===== src/rtl/mem_access_stage_if.sv =====
// EX/ME inputs, byte-wide data-memory port and ME/WB outputs of the memory-access stage.
interface mem_access_stage_if #(
    parameter int unsigned DATA_W     = 32,
    parameter int unsigned ADDR_W     = 32,
    parameter int unsigned REG_ADDR_W = 5
);
    logic                  me_w_enable;
    logic [REG_ADDR_W-1:0] me_w_addr;
    logic [DATA_W-1:0]     me_w_data;
    logic                  me_mem_en;
    logic                  me_mem_we;
    logic [1:0]            me_mem_size;
    logic                  me_mem_unsigned;
    logic [DATA_W-1:0]     me_store_data;

    logic                  mem_req;
    logic                  mem_we;
    logic [ADDR_W-1:0]     mem_addr;
    logic [7:0]            mem_wdata;
    logic                  mem_ack;
    logic [7:0]            mem_rdata;

    logic                  stall_req;
    logic                  misalign;

    logic                  wb_w_enable;
    logic [REG_ADDR_W-1:0] wb_w_addr;
    logic [DATA_W-1:0]     wb_w_data;

    modport master (
        input  me_w_enable, me_w_addr, me_w_data, me_mem_en, me_mem_we,
               me_mem_size, me_mem_unsigned, me_store_data, mem_ack, mem_rdata,
        output mem_req, mem_we, mem_addr, mem_wdata, stall_req, misalign,
               wb_w_enable, wb_w_addr, wb_w_data
    );

    modport slave (
        output me_w_enable, me_w_addr, me_w_data, me_mem_en, me_mem_we,
               me_mem_size, me_mem_unsigned, me_store_data, mem_ack, mem_rdata,
        input  mem_req, mem_we, mem_addr, mem_wdata, stall_req, misalign,
               wb_w_enable, wb_w_addr, wb_w_data
    );
endinterface


===== src/rtl/mem_access_stage.sv =====
// Memory-access pipeline stage: ALU pass-through plus multi-beat byte-wide
// load/store engine that stalls the pipeline until the access completes.
module mem_access_stage #(
    parameter int unsigned DATA_W     = 32,
    parameter int unsigned ADDR_W     = 32,
    parameter int unsigned REG_ADDR_W = 5
) (
    input  logic                clk,
    input  logic                rst_n,
    mem_access_stage_if.master  bus_io
);
    localparam int unsigned BEAT_W = 2;
    localparam int unsigned BYTE_W = 8;

    typedef enum logic [1:0] {
        IDLE   = 2'd0,
        ACCESS = 2'd1,
        DONE   = 2'd2
    } state_e;

    state_e                state_q, state_d;
    logic [BEAT_W-1:0]     beat_q, beat_d;
    logic [BEAT_W-1:0]     last_beat;
    logic [ADDR_W-1:0]     addr_q, addr_d;
    logic [DATA_W-1:0]     sdata_q, sdata_d;
    logic [DATA_W-1:0]     asm_q, asm_d;
    logic [1:0]            size_q, size_d;
    logic                  uns_q, uns_d;
    logic                  we_q, we_d;
    logic                  wen_q, wen_d;
    logic [REG_ADDR_W-1:0] waddr_q, waddr_d;
    logic                  bad_access;
    logic [DATA_W-1:0]     load_ext;
    logic [4:0]            lane;

    logic                  mem_req_c;
    logic                  mem_we_c;
    logic [ADDR_W-1:0]     mem_addr_c;
    logic [BYTE_W-1:0]     mem_wdata_c;
    logic                  stall_req_c;
    logic                  misalign_c;
    logic                  wb_w_enable_c;
    logic [REG_ADDR_W-1:0] wb_w_addr_c;
    logic [DATA_W-1:0]     wb_w_data_c;

    // Misaligned half/word or the reserved size encoding.
    always_comb begin
        case (bus_io.me_mem_size)
            2'd0:    bad_access = 1'b0;
            2'd1:    bad_access = bus_io.me_w_data[0];
            2'd2:    bad_access = |bus_io.me_w_data[1:0];
            default: bad_access = 1'b1;
        endcase
    end

    always_comb begin
        case (size_q)
            2'd0:    last_beat = BEAT_W'(0);
            2'd1:    last_beat = BEAT_W'(1);
            default: last_beat = BEAT_W'(3);
        endcase
    end

    always_comb begin
        case (size_q)
            2'd0:    load_ext = uns_q ? DATA_W'(asm_q[7:0])
                                      : DATA_W'($signed(asm_q[7:0]));
            2'd1:    load_ext = uns_q ? DATA_W'(asm_q[15:0])
                                      : DATA_W'($signed(asm_q[15:0]));
            default: load_ext = asm_q;
        endcase
    end

    assign lane = {1'b0, beat_q, 2'b00} << 1;

    // Next-state and output decode; every output forced low while reset is held.
    always_comb begin
        state_d       = state_q;
        beat_d        = beat_q;
        addr_d        = addr_q;
        sdata_d       = sdata_q;
        asm_d         = asm_q;
        size_d        = size_q;
        uns_d         = uns_q;
        we_d          = we_q;
        wen_d         = wen_q;
        waddr_d       = waddr_q;
        mem_req_c     = 1'b0;
        mem_we_c      = 1'b0;
        mem_addr_c    = '0;
        mem_wdata_c   = '0;
        stall_req_c   = 1'b0;
        misalign_c    = 1'b0;
        wb_w_enable_c = 1'b0;
        wb_w_addr_c   = '0;
        wb_w_data_c   = '0;

        case (state_q)
            IDLE: begin
                if (!bus_io.me_mem_en) begin
                    wb_w_enable_c = bus_io.me_w_enable;
                    wb_w_addr_c   = bus_io.me_w_addr;
                    wb_w_data_c   = bus_io.me_w_data;
                end else if (bad_access) begin
                    misalign_c = 1'b1;
                end else begin
                    stall_req_c = 1'b1;
                    addr_d      = ADDR_W'(bus_io.me_w_data);
                    sdata_d     = bus_io.me_store_data;
                    size_d      = bus_io.me_mem_size;
                    uns_d       = bus_io.me_mem_unsigned;
                    we_d        = bus_io.me_mem_we;
                    wen_d       = bus_io.me_w_enable;
                    waddr_d     = bus_io.me_w_addr;
                    beat_d      = '0;
                    asm_d       = '0;
                    state_d     = ACCESS;
                end
            end
            ACCESS: begin
                mem_req_c   = 1'b1;
                stall_req_c = 1'b1;
                mem_we_c    = we_q;
                mem_addr_c  = addr_q + ADDR_W'(beat_q);
                mem_wdata_c = sdata_q[lane +: BYTE_W];
                if (bus_io.mem_ack) begin
                    if (!we_q) begin
                        asm_d[lane +: BYTE_W] = bus_io.mem_rdata;
                    end
                    if (beat_q == last_beat) begin
                        state_d = DONE;
                    end else begin
                        beat_d = beat_q + BEAT_W'(1);
                    end
                end
            end
            DONE: begin
                state_d = IDLE;
                if (!we_q) begin
                    wb_w_enable_c = wen_q;
                    wb_w_addr_c   = waddr_q;
                    wb_w_data_c   = load_ext;
                end
            end
            default: state_d = IDLE;
        endcase

        if (!rst_n) begin
            mem_req_c     = 1'b0;
            mem_we_c      = 1'b0;
            mem_addr_c    = '0;
            mem_wdata_c   = '0;
            stall_req_c   = 1'b0;
            misalign_c    = 1'b0;
            wb_w_enable_c = 1'b0;
            wb_w_addr_c   = '0;
            wb_w_data_c   = '0;
        end
    end

    always_ff @(posedge clk or negedge rst_n) begin
        if (!rst_n) begin
            state_q <= IDLE;
            beat_q  <= '0;
            addr_q  <= '0;
            sdata_q <= '0;
            asm_q   <= '0;
            size_q  <= '0;
            uns_q   <= 1'b0;
            we_q    <= 1'b0;
            wen_q   <= 1'b0;
            waddr_q <= '0;
        end else begin
            state_q <= state_d;
            beat_q  <= beat_d;
            addr_q  <= addr_d;
            sdata_q <= sdata_d;
            asm_q   <= asm_d;
            size_q  <= size_d;
            uns_q   <= uns_d;
            we_q    <= we_d;
            wen_q   <= wen_d;
            waddr_q <= waddr_d;
        end
    end

    assign bus_io.mem_req     = mem_req_c;
    assign bus_io.mem_we      = mem_we_c;
    assign bus_io.mem_addr    = mem_addr_c;
    assign bus_io.mem_wdata   = mem_wdata_c;
    assign bus_io.stall_req   = stall_req_c;
    assign bus_io.misalign    = misalign_c;
    assign bus_io.wb_w_enable = wb_w_enable_c;
    assign bus_io.wb_w_addr   = wb_w_addr_c;
    assign bus_io.wb_w_data   = wb_w_data_c;

endmodule


===== src/flat_wrapper.sv =====
// flat-port wrapper written by rule: the top's interface ports become plain ports
module mem_access_stage_flat 
#(
    parameter int unsigned DATA_W     = 32,
    parameter int unsigned ADDR_W     = 32,
    parameter int unsigned REG_ADDR_W = 5
)
  (clk, rst_n, bus_io_me_w_enable, bus_io_me_w_addr, bus_io_me_w_data, bus_io_me_mem_en, bus_io_me_mem_we, bus_io_me_mem_size, bus_io_me_mem_unsigned, bus_io_me_store_data, bus_io_mem_ack, bus_io_mem_rdata, bus_io_mem_req, bus_io_mem_we, bus_io_mem_addr, bus_io_mem_wdata, bus_io_stall_req, bus_io_misalign, bus_io_wb_w_enable, bus_io_wb_w_addr, bus_io_wb_w_data);
  mem_access_stage_if #(.DATA_W(DATA_W), .ADDR_W(ADDR_W), .REG_ADDR_W(REG_ADDR_W)) bus_io_i ();
  input  logic clk;
  input  logic rst_n;
  input wire logic [$bits(bus_io_i.me_w_enable)-1:0] bus_io_me_w_enable;
  input wire logic [$bits(bus_io_i.me_w_addr)-1:0] bus_io_me_w_addr;
  input wire logic [$bits(bus_io_i.me_w_data)-1:0] bus_io_me_w_data;
  input wire logic [$bits(bus_io_i.me_mem_en)-1:0] bus_io_me_mem_en;
  input wire logic [$bits(bus_io_i.me_mem_we)-1:0] bus_io_me_mem_we;
  input wire logic [$bits(bus_io_i.me_mem_size)-1:0] bus_io_me_mem_size;
  input wire logic [$bits(bus_io_i.me_mem_unsigned)-1:0] bus_io_me_mem_unsigned;
  input wire logic [$bits(bus_io_i.me_store_data)-1:0] bus_io_me_store_data;
  input wire logic [$bits(bus_io_i.mem_ack)-1:0] bus_io_mem_ack;
  input wire logic [$bits(bus_io_i.mem_rdata)-1:0] bus_io_mem_rdata;
  output wire logic [$bits(bus_io_i.mem_req)-1:0] bus_io_mem_req;
  output wire logic [$bits(bus_io_i.mem_we)-1:0] bus_io_mem_we;
  output wire logic [$bits(bus_io_i.mem_addr)-1:0] bus_io_mem_addr;
  output wire logic [$bits(bus_io_i.mem_wdata)-1:0] bus_io_mem_wdata;
  output wire logic [$bits(bus_io_i.stall_req)-1:0] bus_io_stall_req;
  output wire logic [$bits(bus_io_i.misalign)-1:0] bus_io_misalign;
  output wire logic [$bits(bus_io_i.wb_w_enable)-1:0] bus_io_wb_w_enable;
  output wire logic [$bits(bus_io_i.wb_w_addr)-1:0] bus_io_wb_w_addr;
  output wire logic [$bits(bus_io_i.wb_w_data)-1:0] bus_io_wb_w_data;
  assign bus_io_i.me_w_enable = bus_io_me_w_enable;
  assign bus_io_i.me_w_addr = bus_io_me_w_addr;
  assign bus_io_i.me_w_data = bus_io_me_w_data;
  assign bus_io_i.me_mem_en = bus_io_me_mem_en;
  assign bus_io_i.me_mem_we = bus_io_me_mem_we;
  assign bus_io_i.me_mem_size = bus_io_me_mem_size;
  assign bus_io_i.me_mem_unsigned = bus_io_me_mem_unsigned;
  assign bus_io_i.me_store_data = bus_io_me_store_data;
  assign bus_io_i.mem_ack = bus_io_mem_ack;
  assign bus_io_i.mem_rdata = bus_io_mem_rdata;
  assign bus_io_mem_req = bus_io_i.mem_req;
  assign bus_io_mem_we = bus_io_i.mem_we;
  assign bus_io_mem_addr = bus_io_i.mem_addr;
  assign bus_io_mem_wdata = bus_io_i.mem_wdata;
  assign bus_io_stall_req = bus_io_i.stall_req;
  assign bus_io_misalign = bus_io_i.misalign;
  assign bus_io_wb_w_enable = bus_io_i.wb_w_enable;
  assign bus_io_wb_w_addr = bus_io_i.wb_w_addr;
  assign bus_io_wb_w_data = bus_io_i.wb_w_data;
  mem_access_stage #(.DATA_W(DATA_W), .ADDR_W(ADDR_W), .REG_ADDR_W(REG_ADDR_W)) u_core (.clk(clk), .rst_n(rst_n), .bus_io(bus_io_i));
endmodule

===== config.mk =====
export PLATFORM = sky130hd
export DESIGN_NAME = mem_access_stage_flat
export DESIGN_NICKNAME = d
export VERILOG_FILES = /design/src/rtl/mem_access_stage_if.sv /design/src/rtl/mem_access_stage.sv /design/src/flat_wrapper.sv
export SDC_FILE = /design/constraint.sdc
export NUM_CORES = 1
export LEC_CHECK = 0
export ABC_AREA = 1
export BUFFER_PORTS_ARGS = -buffer_cell sky130_fd_sc_hd__buf_2
export CAP_MARGIN = 20
export CORE_MARGIN = 2
export CORE_UTILIZATION = 50
export CTS_CLUSTER_SIZE = 16
export DETAILED_ROUTE_END_ITERATION = 12
export PLACE_DENSITY = 0.81
export REMOVE_ABC_BUFFERS = 1
export SETUP_SLACK_MARGIN = 0.2
export SKIP_CTS_REPAIR_TIMING = 1
export SYNTH_ARGS = -nofsm -noshare
export SYNTH_HDL_FRONTEND = slang
export SYNTH_SLANG_ARGS = --single-unit
export TNS_END_PERCENT = 5

===== constraint.sdc =====
create_clock -name clk -period 2.3 [get_ports clk]
set_input_delay 0.46 -clock clk [delete_from_list [all_inputs] [get_ports clk]]
set_output_delay 0.46 -clock clk [all_outputs]
set_load 0.02 [all_outputs]

==> results.json, run 1 <==
{
  "status": "finished, violations left",
  "violations": "negative setup slack",
  "endpoint_kind": "output pin",
  "skew_ns": 0.00852,
  "wl_met2_microns": 9260,
  "vias": 7075,
  "cts_buffers": 9,
  "hpwlAfterDp_microns": 14100,
  "antenna_cells": 0,
  "r2r-start": "u_core.beat_q[1]",
  "num_rows": 42,
  "hold_viol": 0,
  "fmax_mhz": 388,
  "viasPerCell": 5.34,
  "setup_tns_ns": -5.73,
  "cts_max_level": 3,
  "dr_wl_met3_microns": 1440,
  "cts.sinks": 110,
  "setup_ws_ns": -0.279,
  "port-buffer-count": 167,
  "max_cap_violations": 0,
  "synth_most_common_cell": "nand2_1",
  "start_util_pct": 50.9,
  "nets": 1238,
  "synth_top_area_share_pct": 41.2,
  "ant_nets": 0,
  "wl_per_cell_microns": 14.6,
  "antenna_found_initial": 1,
  "synth_ff_type": "dfrtp_1",
  "grt.total_usage_pct": 26.5,
  "relSlewSlack_pct": 51.9,
  "root_buffer": "clkbuf_16",
  "hp-class": "input pin to asynchronous set/reset pin",
  "tightest_slew_ns": 0.722,
  "topRoutingLayerUsed": "met4",
  "period_share_pct": 112,
  "routed_wirelength_microns": 19300,
  "crit_path_max_fanout": 3,
  "synth-edff-count": 0,
  "grt_max_degree": 149,
  "firstDrtPassIters": 6,
  "core_area_sq_um": 13100,
  "wl_met1_microns": 8130,
  "multiInputGateArea_sq_um": 3430,
  "overflow": 0,
  "worstSetupPathType": "flip-flop to output pin",
  "setup_violations": 42,
  "pin_count": 168,
  "yosysWarnings": 0,
  "yosys.area.top_type": "dfrtp_1",
  "gp_congestion": 0.974,
  "yosysUniqueCellTypes": 33,
  "finalCriticalPeriod_ns": 2.58,
  "cp.required_ns": 1.84,
  "syn_avg_cell_area_sq_um": 6.82,
  "drt_iter0_drc": 682,
  "synth_seq_cells": 110,
  "worstSetupStartpointType": "flip-flop",
  "p_sw_share_pct": 45.7,
  "fillers": 1191,
  "seqPwrFrac_pct": 35.4,
  "reg2reg_to": "u_core.asm_q[19]",
  "clockBufferDepth": 2,
  "synth-async-reset-ratio_pct": 100,
  "synth.cell_area_sq_um": 6690,
  "synthTopCellsByArea": "dfrtp_1, nand2_1, nor2_1",
  "worstSkewPairLatency_ns": 0.36,
  "p_per_area_nw_per_um2": 1100,
  "worstPathArrival_ns": 2.12,
  "register_area_sq_um": 2760,
  "pwr-share-clk_pct": 16.6,
  "pwr-share-comb_pct": 48.0,
  "drive_gt1_share_pct": 23.0,
  "drc_errors": 0,
  "yosysSeqAreaShare_pct": 41.2,
  "ir_drop_uv": 600,
  "synth_common_cells": "nand2_1, nor2_1, inv_1",
  "grt_pass1_vias": 6248,
  "internal_power_uw": 5010,
  "rsz0062_at_grt": "yes",
  "die_w_microns": 120,
  "p_leak_uw": 0.00439,
  "syn2layout_area_growth_pct": 25.7,
  "clk_pin_slew_ns": 0.07,
  "die_height_microns": 120,
  "hold-worst-slack_ns": 0.259,
  "cts_tree": "yes",
  "netlist_instances": 981,
  "p_switching_uw": 4230,
  "grt_first_pass_wirelength_microns": 30200,
  "drv_slew": 0,
  "dieArea_sq_um": 14300,
  "ff2ff_setup_slack_ns": 0.17,
  "rr_worst_depth": 8
}
==> layer usage <==
| layer | global-route usage, % | vias up |
|---|---|---|
| met1 | 35.4 | 3239 |
| met5 | 0 | - |
| li1 | - | 3468 |
| met3 | 3.75 | 45 |
| met4 | 9.85 | 0 |
| met2 | 44.0 | 323 |
==> cell families (layout without fill, tap and decap cells) <==
logic type               count (synthesis)  in the layout  share of synthesized area, %
AO/OA/AOI/OAI                          196            196                          16.5
AND/OR/NAND/NOR                        504            504                          30.9
adder cells (fa/ha/maj)                  7              7                          1.42
XOR/XNOR                                 1              1                         0.131
buffers and inverters                  163            332                          9.88
flip-flops                             110            110                          41.2
==> worst max-delay path by stage <==
| stage | from | endpoint | slack [ns] | cells after the start |
|---|---|---|---|---|
| 3_3_place_gp | u_core.addr_q[0] | bus_io_mem_addr[20] | 0.03 | 11 |
| 3_5_place_dp | u_core.addr_q[0] | bus_io_mem_addr[20] | -0.03 | 11 |
| 2_1_floorplan | bus_io_me_mem_size[0] | bus_io_stall_req | -2.24 | 5 |
| 5_1_grt | u_core.beat_q[0] | bus_io_mem_addr[20] | -0.40 | 11 |
| 4_1_cts | u_core.addr_q[0] | bus_io_mem_addr[20] | -0.43 | 11 |
| 6_report | u_core.addr_q[0] | bus_io_mem_addr[24] | -0.28 | 10 |
==> registers in the layout (all words and copies together) (netlist names) <==
name,count
u_core.addr_q,32
u_core.asm_q,32
u_core.beat_q,2
u_core.sdata_q,32
u_core.size_q,2
u_core.state_q,2
u_core.uns_q,1
u_core.waddr_q,5
u_core.we_q,1
u_core.wen_q,1
==> per-stage QoR <==
step	setup WS (ns)	power [uW]	std cells	utilization [%]	instance area (sq um)
3_5_place_dp	-0.0293	7350	1303	59.1	7770
3_3_place_gp	0.0331	7250	1303	59.1	7770
2_1_floorplan	-2.24	5890	938	-	6480
4_1_cts	-0.433	8890	1319	61.4	8070
5_1_grt	-0.404	9920	1326	64.0	8410
6_report	-0.279	9240	1326	64.0	8410
==> cell usage in the layout (no fill, tap or decap), types with 8 or more instances in the layout <==
cell type  instances
a21oi_1           54
a22oi_1           22
buf_2            114
buf_4             76
clkbuf_16          9
dfrtp_1          107
inv_1            111
nand2_1          245
nand2_2           10
nand3_1           51
nor2_1           160
nor2_4            12
nor3_1             8
o211ai_1          17
o21ai_0           92
==> power groups by stage <==
stage	sequential [uW]	clock, uW	combinational, uW
5_1_grt	3350	1630	4940
4_1_cts	3220	1550	4120
3_3_place_gp	3220	0	4020
2_1_floorplan	3140	0	2760
3_5_place_dp	3250	0	4100
6_report	3270	1530	4430
==> critical path: stages (launching register included) <==
cell and delay [ns]:
dfrtp_1 0.42, ha_4 0.19, fa_2 0.41, nand2_2 0.10, nor2_4 0.05, nand2_2 0.10
inv_1 0.09, nand3_1 0.08, nand3_1 0.07, nor2_1 0.08, buf_2 0.17
==> final cells by class <==
cell class / count / share of cell area (%)
multi-input combinational: 708 / 40.8
sequential: 110 / 32.8
timing repair buffer: 196 / 14.9
inverter: 120 / 5.40
clock buffer: 12 / 3.17
tap: 176 / 2.62
clock inverter: 4 / 0.357
Note: power is estimated with default switching activity, not from simulation.
==> run 2: changes to the inputs <==
--- a/config.mk
+++ b/config.mk
@@ -8,11 +8,12 @@
 export ABC_AREA = 1
 export BUFFER_PORTS_ARGS = -buffer_cell sky130_fd_sc_hd__buf_2
 export CAP_MARGIN = 20
-export CORE_MARGIN = 2
-export CORE_UTILIZATION = 50
+export CELL_PAD_IN_SITES_DETAIL_PLACEMENT = 0
+export CELL_PAD_IN_SITES_GLOBAL_PLACEMENT = 1
+export CORE_UTILIZATION = 38
 export CTS_CLUSTER_SIZE = 16
 export DETAILED_ROUTE_END_ITERATION = 12
-export PLACE_DENSITY = 0.81
+export PLACE_DENSITY = 0.86
 export REMOVE_ABC_BUFFERS = 1
 export SETUP_SLACK_MARGIN = 0.2
 export SKIP_CTS_REPAIR_TIMING = 1
==> run 2 against run 1 <==
The run still ends with negative setup slack left. Worst hold slack worse by 0.072 ns. Setup slack better by 0.00078 ns. Highest routed layer is now met5. Final cell count is 4.0% higher. Die area is 27% higher. Via count is 2.9% lower. Critical path depth is 1 lower. Sequential power hardly changed. Clock-buffer cell count is 3 lower. Critical endpoint is now bus_io_mem_addr[13]. Largest cell class unchanged.
==> results.json, run 2 (synthesized netlist as in run 1, its figures left out) <==
{
  "status": "finished, violations left",
  "violations": "negative setup slack",
  "pwr-share-clk_pct": 16.7,
  "reg2reg_to": "u_core.asm_q[8]",
  "drc_errors": 0,
  "gp_congestion": 0.891,
  "max_cap_violations": 0,
  "setup_violations": 38,
  "cpPeakStageDelay_ns": 0.42,
  "clk_pin_slew_ns": 0.08,
  "p_per_area_nw_per_um2": 1080,
  "internal_power_uw": 4920,
  "post_dp_cell_area_sq_um": 7890,
  "syn2layout_area_growth_pct": 27.1,
  "rr_worst_depth": 9,
  "rsz0062_at_grt": "yes",
  "cts_buffers": 9,
  "routed_wirelength_microns": 20300,
  "hold_viol": 0,
  "seqPwrFrac_pct": 35.2,
  "vias": 6873,
  "root_buffer": "clkbuf_16",
  "grt_pass1_vias": 6099,
  "r2r-start": "u_core.beat_q[0]",
  "p_switching_uw": 4270,
  "worstPathCellList": "ha_1 > nand3_1 > nand2_2 > nand2_2 > nor2_4 > buf_4 > a21oi_1 > o21a_1 > buf_2",
  "cts_max_level": 3,
  "cts.sinks": 110,
  "pin_count": 168,
  "skew_ns": 0.00928,
  "grt_first_pass_wirelength_microns": 31900,
  "wl_per_cell_microns": 14.7,
  "fmax_mhz": 388,
  "drive_gt1_share_pct": 23.7,
  "viasPerCell": 4.98,
  "grt_max_degree": 127,
  "path_buf_inv": 2,
  "period_share_pct": 112,
  "antenna_found_initial": 4,
  "num_rows": 48,
  "core_area_sq_um": 17200,
  "worstPathArrival_ns": 2.12,
  "crit_family": "simple AND/OR/NAND/NOR gates",
  "worstSetupStartpointType": "flip-flop",
  "slowest_stage": "dfrtp_1",
  "crit_path_max_fanout": 6,
  "cp.required_ns": 1.84,
  "endpoint_kind": "output pin",
  "ff2ff_setup_slack_ns": 0.23,
  "ant_nets": 0,
  "drv_slew": 0,
  "cts_tree": "yes",
  "dieArea_sq_um": 18100,
  "die_w_microns": 135,
  "final_common_cell": "nand2_1",
  "final_cell_mix": "nand2_1, nor2_1, buf_2",
  "worstSkewPairLatency_ns": 0.36,
  "clockBufferDepth": 2,
  "port-buffer-count": 167,
  "setup_ws_ns": -0.278,
  "tightest_slew_ns": 0.623,
  "hpwlAfterDp_microns": 15000,
  "total_power_uw": 9190,
  "ir_drop_uv": 439,
  "final_area_sq_um": 8500,
  "pwr-share-comb_pct": 48.0,
  "hp-class": "input pin to asynchronous set/reset pin",
  "p_leak_uw": 0.00443,
  "finalCriticalPeriod_ns": 2.58,
  "drt_iter0_drc": 459,
  "top_regs": "u_core.addr_q (32), u_core.asm_q (32), u_core.sdata_q (32)",
  "relSlewSlack_pct": 58.4,
  "start_util_pct": 38.8,
  "grt.total_usage_pct": 22.7,
  "die_height_microns": 135,
  "worstSetupPathType": "flip-flop to output pin",
  "timing.critical_path.mode_cell": "nand2_2",
  "nets": 1241,
  "p_sw_share_pct": 46.5,
  "overflow": 0,
  "firstDrtPassIters": 5
}
run 2: cell types whose count changed in the layout (fill, tap and decap cells not counted), sizes merged:
cell	before	now
buf	196	199
clkbuf	12	9
clkinvlp	2	0
diode	0	1
inv	118	123
run 2: power groups by stage:
stage	registers (uW)	clock network, uW	logic [uW]
after floorplan	3140	0	2760
after global placement	3230	0	4150
after detailed placement	3250	0	4180
after CTS	3210	1590	4190
after global routing	3320	1660	4950
final	3240	1540	4420
run 2: layout make-up:
type,count,area (sq um)
multi-input combinational,708,3430
clock buffer,9,225
sequential,110,2760
tap,225,282
fill,1785,8740
timing repair buffer,199,1290
antenna,1,2.50
clock inverter,7,62.6
inverter,120,453
run 2: how the worst max path moves through the flow:
stage	endpoint	cells past startpoint	slack, ns	start
floorplan	bus_io_stall_req	5	-2.24	bus_io_me_mem_size[0]
global placement	bus_io_mem_addr[30]	11	-0.01	u_core.addr_q[0]
detailed placement	bus_io_mem_addr[30]	11	-0.02	u_core.addr_q[0]
CTS	bus_io_mem_addr[30]	11	-0.42	u_core.addr_q[0]
global route	bus_io_mem_addr[20]	11	-0.38	u_core.addr_q[0]
finish	bus_io_mem_addr[13]	9	-0.28	u_core.beat_q[1]
run 2: per-stage QoR:
step	setup TNS (ns)	hold WS [ns]	util [%]	worst slack, ns	instances
after floorplan	-166.23	0.164	-	-2.24	938
after global placement	-0.0121	0.457	45.8	-0.0121	1356
after detailed placement	-0.0221	0.466	45.8	-0.0221	1356
after CTS	-9.60	0.218	47.4	-0.421	1372
after global routing	-11.23	0.245	49.3	-0.380	1378
final	-5.41	0.187	49.3	-0.278	1379
run 2: metal layers:
layer,GRT usage [%],vias to the layer above,share of wire [%]
met5,0,-,0.089
met4,6.93,4,2.0
met3,4.32,32,5.7
met2,36.3,210,46
met1,31.1,3157,46
li1,-,3470,-
==> run 3: changes to the inputs <==
--- a/config.mk
+++ b/config.mk
@@ -13,6 +13,7 @@
 export CORE_UTILIZATION = 38
 export CTS_CLUSTER_SIZE = 16
 export DETAILED_ROUTE_END_ITERATION = 12
+export GPL_TIMING_DRIVEN = 0
 export PLACE_DENSITY = 0.86
 export REMOVE_ABC_BUFFERS = 1
 export SETUP_SLACK_MARGIN = 0.2
==> run 3 against run 2 <==
The run still ends with negative setup slack left. Wire length grew 2.0%. Final cell count did not move. Global-route usage is 0.97 points lower. Critical path type unchanged. Clock-buffer cell count up 1.
==> results.json, run 3 (synthesized netlist as in run 1, its figures left out) <==
{
  "status": "finished, violations left",
  "violations": "negative setup slack",
  "worstPathArrival_ns": 2.30,
  "cts.sinks": 110,
  "cp.required_ns": 1.84,
  "skew_ns": 0.00680,
  "grt.total_usage_pct": 21.7,
  "top_regs": "u_core.addr_q (32), u_core.asm_q (32), u_core.sdata_q (32)",
  "path_buf_inv": 1,
  "fillers": 1794,
  "gp_congestion": 0.861,
  "fmax_mhz": 362,
  "cts_max_level": 3,
  "p_leak_uw": 0.00446,
  "grt_pass1_vias": 6130,
  "worstSkewPairLatency_ns": 0.36,
  "worstSetupPathType": "flip-flop to output pin",
  "routed_wirelength_microns": 20700,
  "viasPerCell": 4.98,
  "clockBufferDepth": 2,
  "cts_buffers": 9,
  "port-buffer-count": 167,
  "die_height_microns": 135,
  "worstSetupStartpointType": "flip-flop",
  "period_share_pct": 120,
  "firstDrtPassIters": 7,
  "nets": 1240,
  "p_per_area_nw_per_um2": 1080,
  "drive_gt1_share_pct": 24.3,
  "pre_cts_slack_ns": -1.87,
  "grt_max_degree": 84,
  "finalCriticalPeriod_ns": 2.76,
  "hold-worst-slack_ns": 0.0464,
  "clk_pin_slew_ns": 0.08,
  "crit_family": "simple AND/OR/NAND/NOR gates",
  "die_w_microns": 135,
  "endpoint_kind": "output pin",
  "vias": 6863,
  "ir_drop_uv": 494,
  "drv_slew": 0,
  "grt_first_pass_wirelength_microns": 30900,
  "rsz0062_at_grt": "yes",
  "hp-class": "input pin to asynchronous set/reset pin",
  "num_rows": 48,
  "drt_iter0_drc": 374,
  "dieArea_sq_um": 18100,
  "ff2ff_setup_slack_ns": 0.12,
  "start_util_pct": 38.8,
  "cpPeakStageDelay_ns": 0.49,
  "core_area_sq_um": 17200,
  "antenna_found_initial": 2,
  "slowest_stage": "dfrtp_4",
  "hold_viol": 0,
  "setup_violations": 73,
  "worstPathCellList": "ha_4 > fa_2 > nand2_4 > nor2_4 > nand2_4 > nor2_4 > o21ai_1 > nor3_1 > buf_2",
  "wl_per_cell_microns": 15.0,
  "overflow": 0,
  "max_cap_violations": 0,
  "final_common_cell": "nand2_1",
  "pin_count": 168,
  "cts_tree": "yes",
  "root_buffer": "clkbuf_16",
  "ant_nets": 0,
  "fin_util_pct": 50.6,
  "relSlewSlack_pct": 61.1,
  "total_power_uw": 9440,
  "crit_path_max_fanout": 6,
  "final_cell_mix": "nand2_1, nor2_1, buf_2",
  "setup_ws_ns": -0.461,
  "hpwlAfterDp_microns": 14500,
  "tightest_slew_ns": 0.583,
  "drc_errors": 0,
  "syn2layout_area_growth_pct": 30.3
}
## run 3: cell count changes in the layout (fill, tap and decap cells not counted), moves of 3 or more
cell / before / now
buf_4: 71 / 67
inv_1: 111 / 108
nor2_4: 11 / 14
nand3_2: 5 / 8
clkinvlp_4: 0 / 5
buf_2: 118 / 113
buf_12: 6 / 2
a21oi_2: 4 / 1
a21oi_1: 53 / 56
nand2_4: 2 / 5
nor2_2: 8 / 5
buf_16: 0 / 4
## run 3: final timing paths
path	start	end	depth (start not counted)
max	u_core.beat_q[0]	bus_io_mem_addr[10]	9
min	rst_n	u_core.asm_q[12]	2
max reg2reg	u_core.beat_q[0]	u_core.asm_q[11]	9
min reg2reg	u_core.asm_q[24]	u_core.asm_q[24]	2
max in group asynchronous	rst_n	u_core.asm_q[22]	2
min in group clk	bus_io_me_store_data[28]	u_core.sdata_q[28]	3
## run 3: routing by layer
metal  GRT usage, %  part of all wire [%]  vias up
li1               -                     -     3492
met1           29.1                    45     3145
met2           36.3                    49      208
met3           4.13                   5.7       18
met4           5.12                   1.1        0
met5              0                     0        -
## run 3: area by class of cell
cell class / instances / area (sq um) / share of cell area [%]
multi-input cells: 711 / 3550 / 40.8
flip-flops and latches: 110 / 2760 / 31.7
repair buffers: 194 / 1340 / 15.3
inverters: 120 / 473 / 5.43
well taps: 225 / 282 / 3.23
clock buffers: 10 / 229 / 2.63
clock inverters: 6 / 68.8 / 0.790
repair inverters: 1 / 7.51 / 0.0861
diodes: 2 / 5.00 / 0.0574
## run 3: report_power, final
group / leakage [uW] / internal (uW) / switching [uW]
Sequential: 0.00138 / 2650 / 646
Clock: 0.000149 / 858 / 743
Combinational: 0.00293 / 1580 / 2960
## run 3: through the flow
stage / setup TNS, ns / cells / cell area [sq um]
after global placement: -612.26 / 1330 / 7600
after detailed placement: -96.24 / 1336 / 7740
final: -15.68 / 1379 / 8710
after CTS: -108.30 / 1352 / 8030
after global routing: -23.82 / 1377 / 8710
after floorplan: -166.23 / 938 / 6480
